**src/rtl/clk_prescaler_if.sv**
```systemverilog
// clk_prescaler_if: ratio input and divided outputs for one prescaler.
//   iDIV   divide ratio N (master -> slave)
//   oCLK   divided clock, period N input clocks (slave -> master)
//   oTICK  one-cycle strobe coincident with each oCLK rise (slave -> master)
interface clk_prescaler_if #(
    parameter int WIDTH = 8
);
    logic [WIDTH-1:0] iDIV;
    logic             oCLK;
    logic             oTICK;

    modport master (output iDIV, input  oCLK, input  oTICK);
    modport slave  (input  iDIV, output oCLK, output oTICK);
endinterface

```
**src/rtl/clk_prescaler.sv**
```systemverilog
// clk_prescaler: programmable integer clock divider.
//   iCLK    input clock, all logic on posedge
//   iRST_N  asynchronous active-low reset
//   bus     slave side of clk_prescaler_if:
//             iDIV  ratio N (0 = stop, 1 behaves as 2)
//             oCLK  registered divided clock, high E/2 cycles then low
//             oTICK registered one-cycle pulse with each oCLK rise
// Both outputs come straight from flops, so oCLK is glitch-free and may clock
// a further prescaler in cascade.
module clk_prescaler #(
    parameter int WIDTH = 8
) (
    input  logic           iCLK,
    input  logic           iRST_N,
    clk_prescaler_if.slave bus
);

    logic [WIDTH-1:0] cnt_q, cnt_d;
    logic [WIDTH-1:0] div_q, div_d;
    logic             clk_q, clk_d;
    logic             tick_q, tick_d;
    logic [WIDTH-1:0] eff;
    logic [WIDTH-1:0] half;
    logic [WIDTH-1:0] cnt_inc;

    // A ratio of 1 cannot produce a high and a low phase, so it runs as 2.
    assign eff     = (div_q == WIDTH'(1)) ? WIDTH'(2) : div_q;
    assign half    = eff >> 1;
    // cnt_q stays at or below eff-1 (<= 2^WIDTH-2), so the increment never wraps.
    assign cnt_inc = cnt_q + WIDTH'(1);

    always_comb begin
        cnt_d  = cnt_q;
        div_d  = div_q;
        clk_d  = clk_q;
        tick_d = 1'b0;
        if (div_q == '0) begin
            // Stopped: keep sampling the ratio every cycle.
            div_d = bus.iDIV;
            cnt_d = '0;
            clk_d = 1'b0;
        end else if (cnt_q == eff - WIDTH'(1)) begin
            // Period boundary: the new ratio applies to the period starting
            // here, and a zero ratio parks the divider without a rise.
            cnt_d  = '0;
            div_d  = bus.iDIV;
            clk_d  = (bus.iDIV != '0);
            tick_d = (bus.iDIV != '0);
        end else begin
            cnt_d = cnt_inc;
            if (cnt_inc == half) clk_d = 1'b0;
        end
    end

    always_ff @(posedge iCLK or negedge iRST_N) begin
        if (!iRST_N) begin
            cnt_q  <= '0;
            div_q  <= '0;
            clk_q  <= 1'b0;
            tick_q <= 1'b0;
        end else begin
            cnt_q  <= cnt_d;
            div_q  <= div_d;
            clk_q  <= clk_d;
            tick_q <= tick_d;
        end
    end

    assign bus.oCLK  = clk_q;
    assign bus.oTICK = tick_q;

endmodule

```
**src/flat_wrapper.sv**
```systemverilog
// flat-port wrapper written by rule: the top's interface ports become plain ports
module clk_prescaler_flat 
#(
    parameter int WIDTH = 8
)
  (iCLK, iRST_N, bus_iDIV, bus_oCLK, bus_oTICK);
  clk_prescaler_if #(.WIDTH(WIDTH)) bus_i ();
  input  logic iCLK;
  input  logic iRST_N;
  input wire logic [$bits(bus_i.iDIV)-1:0] bus_iDIV;
  output wire logic [$bits(bus_i.oCLK)-1:0] bus_oCLK;
  output wire logic [$bits(bus_i.oTICK)-1:0] bus_oTICK;
  assign bus_i.iDIV = bus_iDIV;
  assign bus_oCLK = bus_i.oCLK;
  assign bus_oTICK = bus_i.oTICK;
  clk_prescaler #(.WIDTH(WIDTH)) u_core (.iCLK(iCLK), .iRST_N(iRST_N), .bus(bus_i));
endmodule
```
**config.mk**
```make
export PLATFORM = sky130hd
export DESIGN_NAME = clk_prescaler_flat
export DESIGN_NICKNAME = d
export VERILOG_FILES = /design/src/rtl/clk_prescaler_if.sv /design/src/rtl/clk_prescaler.sv /design/src/flat_wrapper.sv
export SDC_FILE = /design/constraint.sdc
export NUM_CORES = 1
export LEC_CHECK = 0
export CAP_MARGIN = 20
export CORE_ASPECT_RATIO = 1.1
export CORE_MARGIN = 2
export CORE_UTILIZATION = 60
export DETAILED_ROUTE_END_ITERATION = 8
export MAX_ROUTING_LAYER = met4
export PLACE_DENSITY_LB_ADDON = 0.15
export REMOVE_ABC_BUFFERS = 1
export SLEW_MARGIN = 5
export SYNTH_ARGS = -nofsm -noshare
export SYNTH_HDL_FRONTEND = slang
export SYNTH_SLANG_ARGS = --single-unit
export TNS_END_PERCENT = 100
```
**constraint.sdc**
```tcl
create_clock -name iCLK -period 4.9 [get_ports iCLK]
set_clock_uncertainty 0.2 [all_clocks]
set_input_delay 0.49 -clock iCLK [delete_from_list [all_inputs] [get_ports iCLK]]
set_output_delay 0.49 -clock iCLK [all_outputs]
set_load 0.02 [all_outputs]
```
* Yosys cells after proc, flatten, opt, wreduce, memory -nomap -nowiden *
Index checks and enable logic that the tools add are counted.

operators by class
  $add $sub $neg = 2
  eq/ne operators = 3
  muxes and demuxes = 10
  reductions and logical operators = 4

operators with widths
  cell                   number
  $mux W8                5
  $add A8 B1 Y8 const B  1
  $eq A8 B1 Y1 const B   1
  $eq A8 B7 Y1           1
  $eq A8 B8 Y1           1
  $logic_not A8 Y1       1
  $reduce_bool A8 Y1     1
  $sub A8 B1 Y8 const B  1
  $mux W1                5
  $reduce_bool A3 Y1     1
  $reduce_bool A2 Y1     1

word-level totals
  register bits = 18
  bits of input ports = 10
  output and inout port bits = 2
  word-level logic and storage cells = 23

* Depth between registers and ports, before layout *
  depth after elaboration = 6
  depth in mapped cells = 9
  mapped depth without buffers = 8

* Worst setup path before layout *
OpenSTA, ideal clock, no wires.

  path kind = register -> register
  start point = register u_core.div_q[0]
  end point = register u_core.div_q[1]
  arrival time = 2230 ps
  required time = 4575 ps
  setup slack = 2345 ps
  cell stages (with the launch flop) = 8
  clock period less this slack = 2555 ps
  cell sequence = dfrtp_1 > or4_4 > nor4_2 > o21a_1 > o211ai_2 > o21ai_4 > buf_8 > mux2_4

between the ends
  longest elaborated chain between the ends = 5
  elaborated cells on any way between the ends = 7
  those cells by class = 1 x add/sub; 2 x eq/ne; 2 x mux; 2 x reduce/logical

ends and longest elaborated chain
  element                              RTL line             RTL
  from (decl)                          clk_prescaler.sv:19  logic [WIDTH-1:0] div_q, div_d;
  from (signal assigned)               clk_prescaler.sv:63  div_q <= div_d;
  $eq A8 B1 Y1                         clk_prescaler.sv:27  assign eff = (div_q == WIDTH'(1)) ? WIDTH'(2) : div_q;
  $mux W8                              clk_prescaler.sv:27
  $sub A8 B1 Y8                        clk_prescaler.sv:42  end else if (cnt_q == eff - WIDTH'(1)) begin
  $eq A8 B8 Y1                         clk_prescaler.sv:42
  $reduce_bool A2 Y1 (no source line)  -

Several ways; a longest one is shown, not always the timed one.
A chain may end at the register's enable or synchronous reset.

* Worst setup path in the final report *
  start point = register u_core.div_q[1]
  end point = register u_core.div_q[5]

Same word-level chain as after synthesis.

==> summary.md <==
| Metric | Value |
|---|---|
| Compound-Gate Fraction of Synth Area | 0.108 |
| Post-Place Cells | 151 |
| Post-Synth Simple-Gate Area | 0.198 |
| Cell Area, Synth | 0.00120 mm² |
| Mux cell area share after synthesis | 0.0947 |
| Vias/cell | 5.83 |
| Largest family of logic cells by synthesized area | simple AND/OR/NAND/NOR gates |
| Setup CP Type | reg -> reg |
| Slew Viols, Final | 0 |
| Starting Density | 0.653 |
| Avg WL per Cell | 15.1 µm |
| Setup tns final | 0 ns |
| Final Power | 0.886 mW |
| Most common flop cell mapped by yosys | dfrtp_1 |
| Avg Inst Size Synth | 10.2 µm² |
| Max H-tree Level | 1 |
| XOR/XNOR Fraction of Synth Area | 0.153 |
| Setup Fix Bufs, Post-CTS | 0 |
| First-pass GRT wire length | 4.07 mm |
| Fin crit period | 2.93 ns |
| Worst-path clk slew | 0.10 ns |
| Final hold vios | 0 |
| GRT overflow | 0 |
| Number of enable flip-flop cells after synthesis | 0 |
| Worst Setup Start Kind | flip-flop |
| Asr flop ratio synth | 1.00 |
| Adder-Cell Fraction of Synth Area | 0.0312 |
| CTS Buffer Depth | 2 |
| Status | finished clean |
| Rel. slew slack | 0.478 |
| Distinct cells, synth | 40 |
| Max frequency | 0.341 GHz |
| VDD IR max | 0.000425 V |
| Synth Register Bits | 18 |
| Drt drc | 0 |
| Maxcap violations | 0 |
| Synth Warn # | 0 |
| Sequential area share after synthesis | 0.375 |
| Clock sinks | 18 |
| Chip height | 51.0 µm |
| Gp weighted congestion | between 0.8 and 0.9 |
| Final setup viols | 0 |
| Share of post-route cells with drive strength above 1 | 0.141 |
| P&R area growth vs syn | 12.2% |
| DRT Pass-1 Iters | 4 |
| CTS tree | done |
| DP HPWL | 1.85 mm |
| Ant. Diodes | 0 |
| Vias in the first global route | 904 |
| Core ar. | 0.00184 mm² |
| Largest net degree at the start of global routing | 19 |
| Clk_lat worst skew | 0.31 ns |
| Tot GR Track Use | 0.250 |
| Finished Layout Cells | 155 |
| WL final | approximately 2.3 mm |
| Io pins | 12 |
| RSZ-0062 raised after global routing | no |
| Final ANT Viol Nets | 0 |
| Pwr/cell area | 657 mW/mm² |
| Vias | around 900 |
| Die ar. | 0.00238 mm² |
| Period Utilization, post-route | 0.598 |
| I/O Buffers | 11 |
| Worst-margin pin slew | 0.780 ns |
| Site row count | 16 |
| CTS Buf Count | 3 |
| Nature of the critical path endpoint | flip-flop |
| Hold buffers post-CTS | 0 |
| Crit Path Max Fanout | 17 |
| Leakage power | about 0.53 nW |
| HP Class | reg -> reg |
| CP arrival | 2.92 ns |
| Net count, final | 142 |
| Die X | approximately 47 µm |
| Initial antenna violation count | 0 |
| CTS root buffer | clkbuf_4 |
| Initial DRC count | 7 |
| # resized after CTS | 0 |
| Worst path required time | ~4.9 ns |
| Mapped Cells | 118 |
-- critical path, cell delays in order (launching register included) --
cell and delay, ns:
dfrtp_1 0.45, inv_1 0.12, ha_1 0.17, nor3b_1 0.45
nor4_2 0.08, nor3_1 0.31, o211ai_2 0.15, o21ai_4 0.48
mux2_2 0.40
-- routing by layer --
metal,track usage,part of all wire,vias to the layer above
met5,-,0,-
met4,0.0972,0.029,0
met3,0.0212,0.028,9
met2,0.410,0.51,17
met1,0.317,0.43,443
li1,-,-,435
-- stage by stage --
stage | cell area (µm²) | util | setup WS, ns | hold WS (ns)
after CTS | 1350 | 0.732 | 2.00 | 0.349
after global placement | 1310 | 0.713 | 2.15 | 0.341
after floorplan | 1170 | - | 2.33 | -0.00559
final | 1350 | 0.732 | 1.97 | 0.350
after global routing | 1350 | 0.732 | 1.80 | 0.383
after detailed placement | 1310 | 0.713 | 2.01 | 0.334
-- worst paths after layout --
kind | from | end | cells past startpoint | slack [ns]
worst max-delay path | u_core.div_q[1]$_DFFE_PN0P_ | u_core.div_q[5]$_DFFE_PN0P_ | 8 | 1.97
worst min-delay path | u_core.bus.oCLK$_DFFE_PN0P_ | u_core.bus.oCLK$_DFFE_PN0P_ | 2 | 0.35
worst max register to register | u_core.div_q[1]$_DFFE_PN0P_ | u_core.div_q[5]$_DFFE_PN0P_ | 8 | 1.97
worst min register to register | u_core.bus.oCLK$_DFFE_PN0P_ | u_core.bus.oCLK$_DFFE_PN0P_ | 2 | 0.35
max in group asynchronous | iRST_N | u_core.bus.oCLK$_DFFE_PN0P_ | 1 | 3.58
min in group asynchronous | iRST_N | u_core.cnt_q[2]$_DFF_PN0_ | 1 | 0.43
-- cell type report --
type	count	area, µm²
Tap cell	27	33.8
Clock buffer	4	36.3
Fill cell	149	493
Timing Repair Buffer	11	110
Sequential cell	18	450
Multi-Input combinational cell	91	703
Inverter	4	15.0
-- Yosys cell counts, types with 2 or more instances --
cell type,number,share of area
dfrtp_1,18,0.37
xnor2_1,14,0.10
nor2_1,11,0.034
mux2_2,7,0.066
xor2_1,7,0.051
nand3_1,6,0.025
nand2_1,5,0.016
nor3_1,5,0.021
inv_1,4,0.012
ha_1,3,0.031
a21oi_1,2,0.0083
and3_1,2,0.010
buf_2,2,0.0083
mux2i_1,2,0.017
nor3b_1,2,0.012
nor4_1,2,0.010
o21a_1,2,0.012
o21ai_0,2,0.0083
-- cells by family after synthesis --
family | after synthesis
AO/OA/AOI/OAI | 16
flip-flops | 18
adder cells (fa/ha/maj) | 3
XOR/XNOR | 21
AND/OR/NAND/NOR | 41
buffers and inverters | 9
multiplexers | 10
-- registers in the layout (all words and copies together), names as in the netlist --
name / count
u_core.cnt_q: 8
u_core.div_q: 8
u_core.bus.oCLK: 1
u_core.bus.oTICK: 1
-- where the power goes --
part / internal (mW) / switching (mW) / total [mW]
Combinational: 0.235 / 0.208 / 0.443
Sequential: 0.217 / 0.134 / 0.350
Clock: 0.0454 / 0.0476 / 0.0930
-- placed cells by master (no fill, tap or decap), drive strengths merged --
cell | Yosys | routed
o2111ai | 1 | 1
or4b | 1 | 1
a32o | 1 | 1
o21bai | 1 | 1
or3 | 1 | 1
inv | 4 | 4
a21bo | 1 | 1
a22oi | 1 | 1
or4 | 1 | 1
nand2 | 5 | 5
nor2 | 11 | 11
o31ai | 1 | 1
nor4 | 4 | 4
and3 | 2 | 2
nand3 | 6 | 6
nand3b | 1 | 1
xor2 | 7 | 7
o2bb2ai | 1 | 1
o211ai | 1 | 1
o21ai | 3 | 3
nor3b | 2 | 2
ha | 3 | 3
o21a | 2 | 2
a21oi | 2 | 2
mux2 | 8 | 8
nand2b | 1 | 1
clkdlybuf4s50 | 0 | 11
o22ai | 1 | 1
mux2i | 2 | 2
dfrtp | 18 | 18
clkbuf | 2 | 4
nor3 | 5 | 5
xnor2 | 14 | 14
or2b | 1 | 1
(Power assumes the default switching activity.)
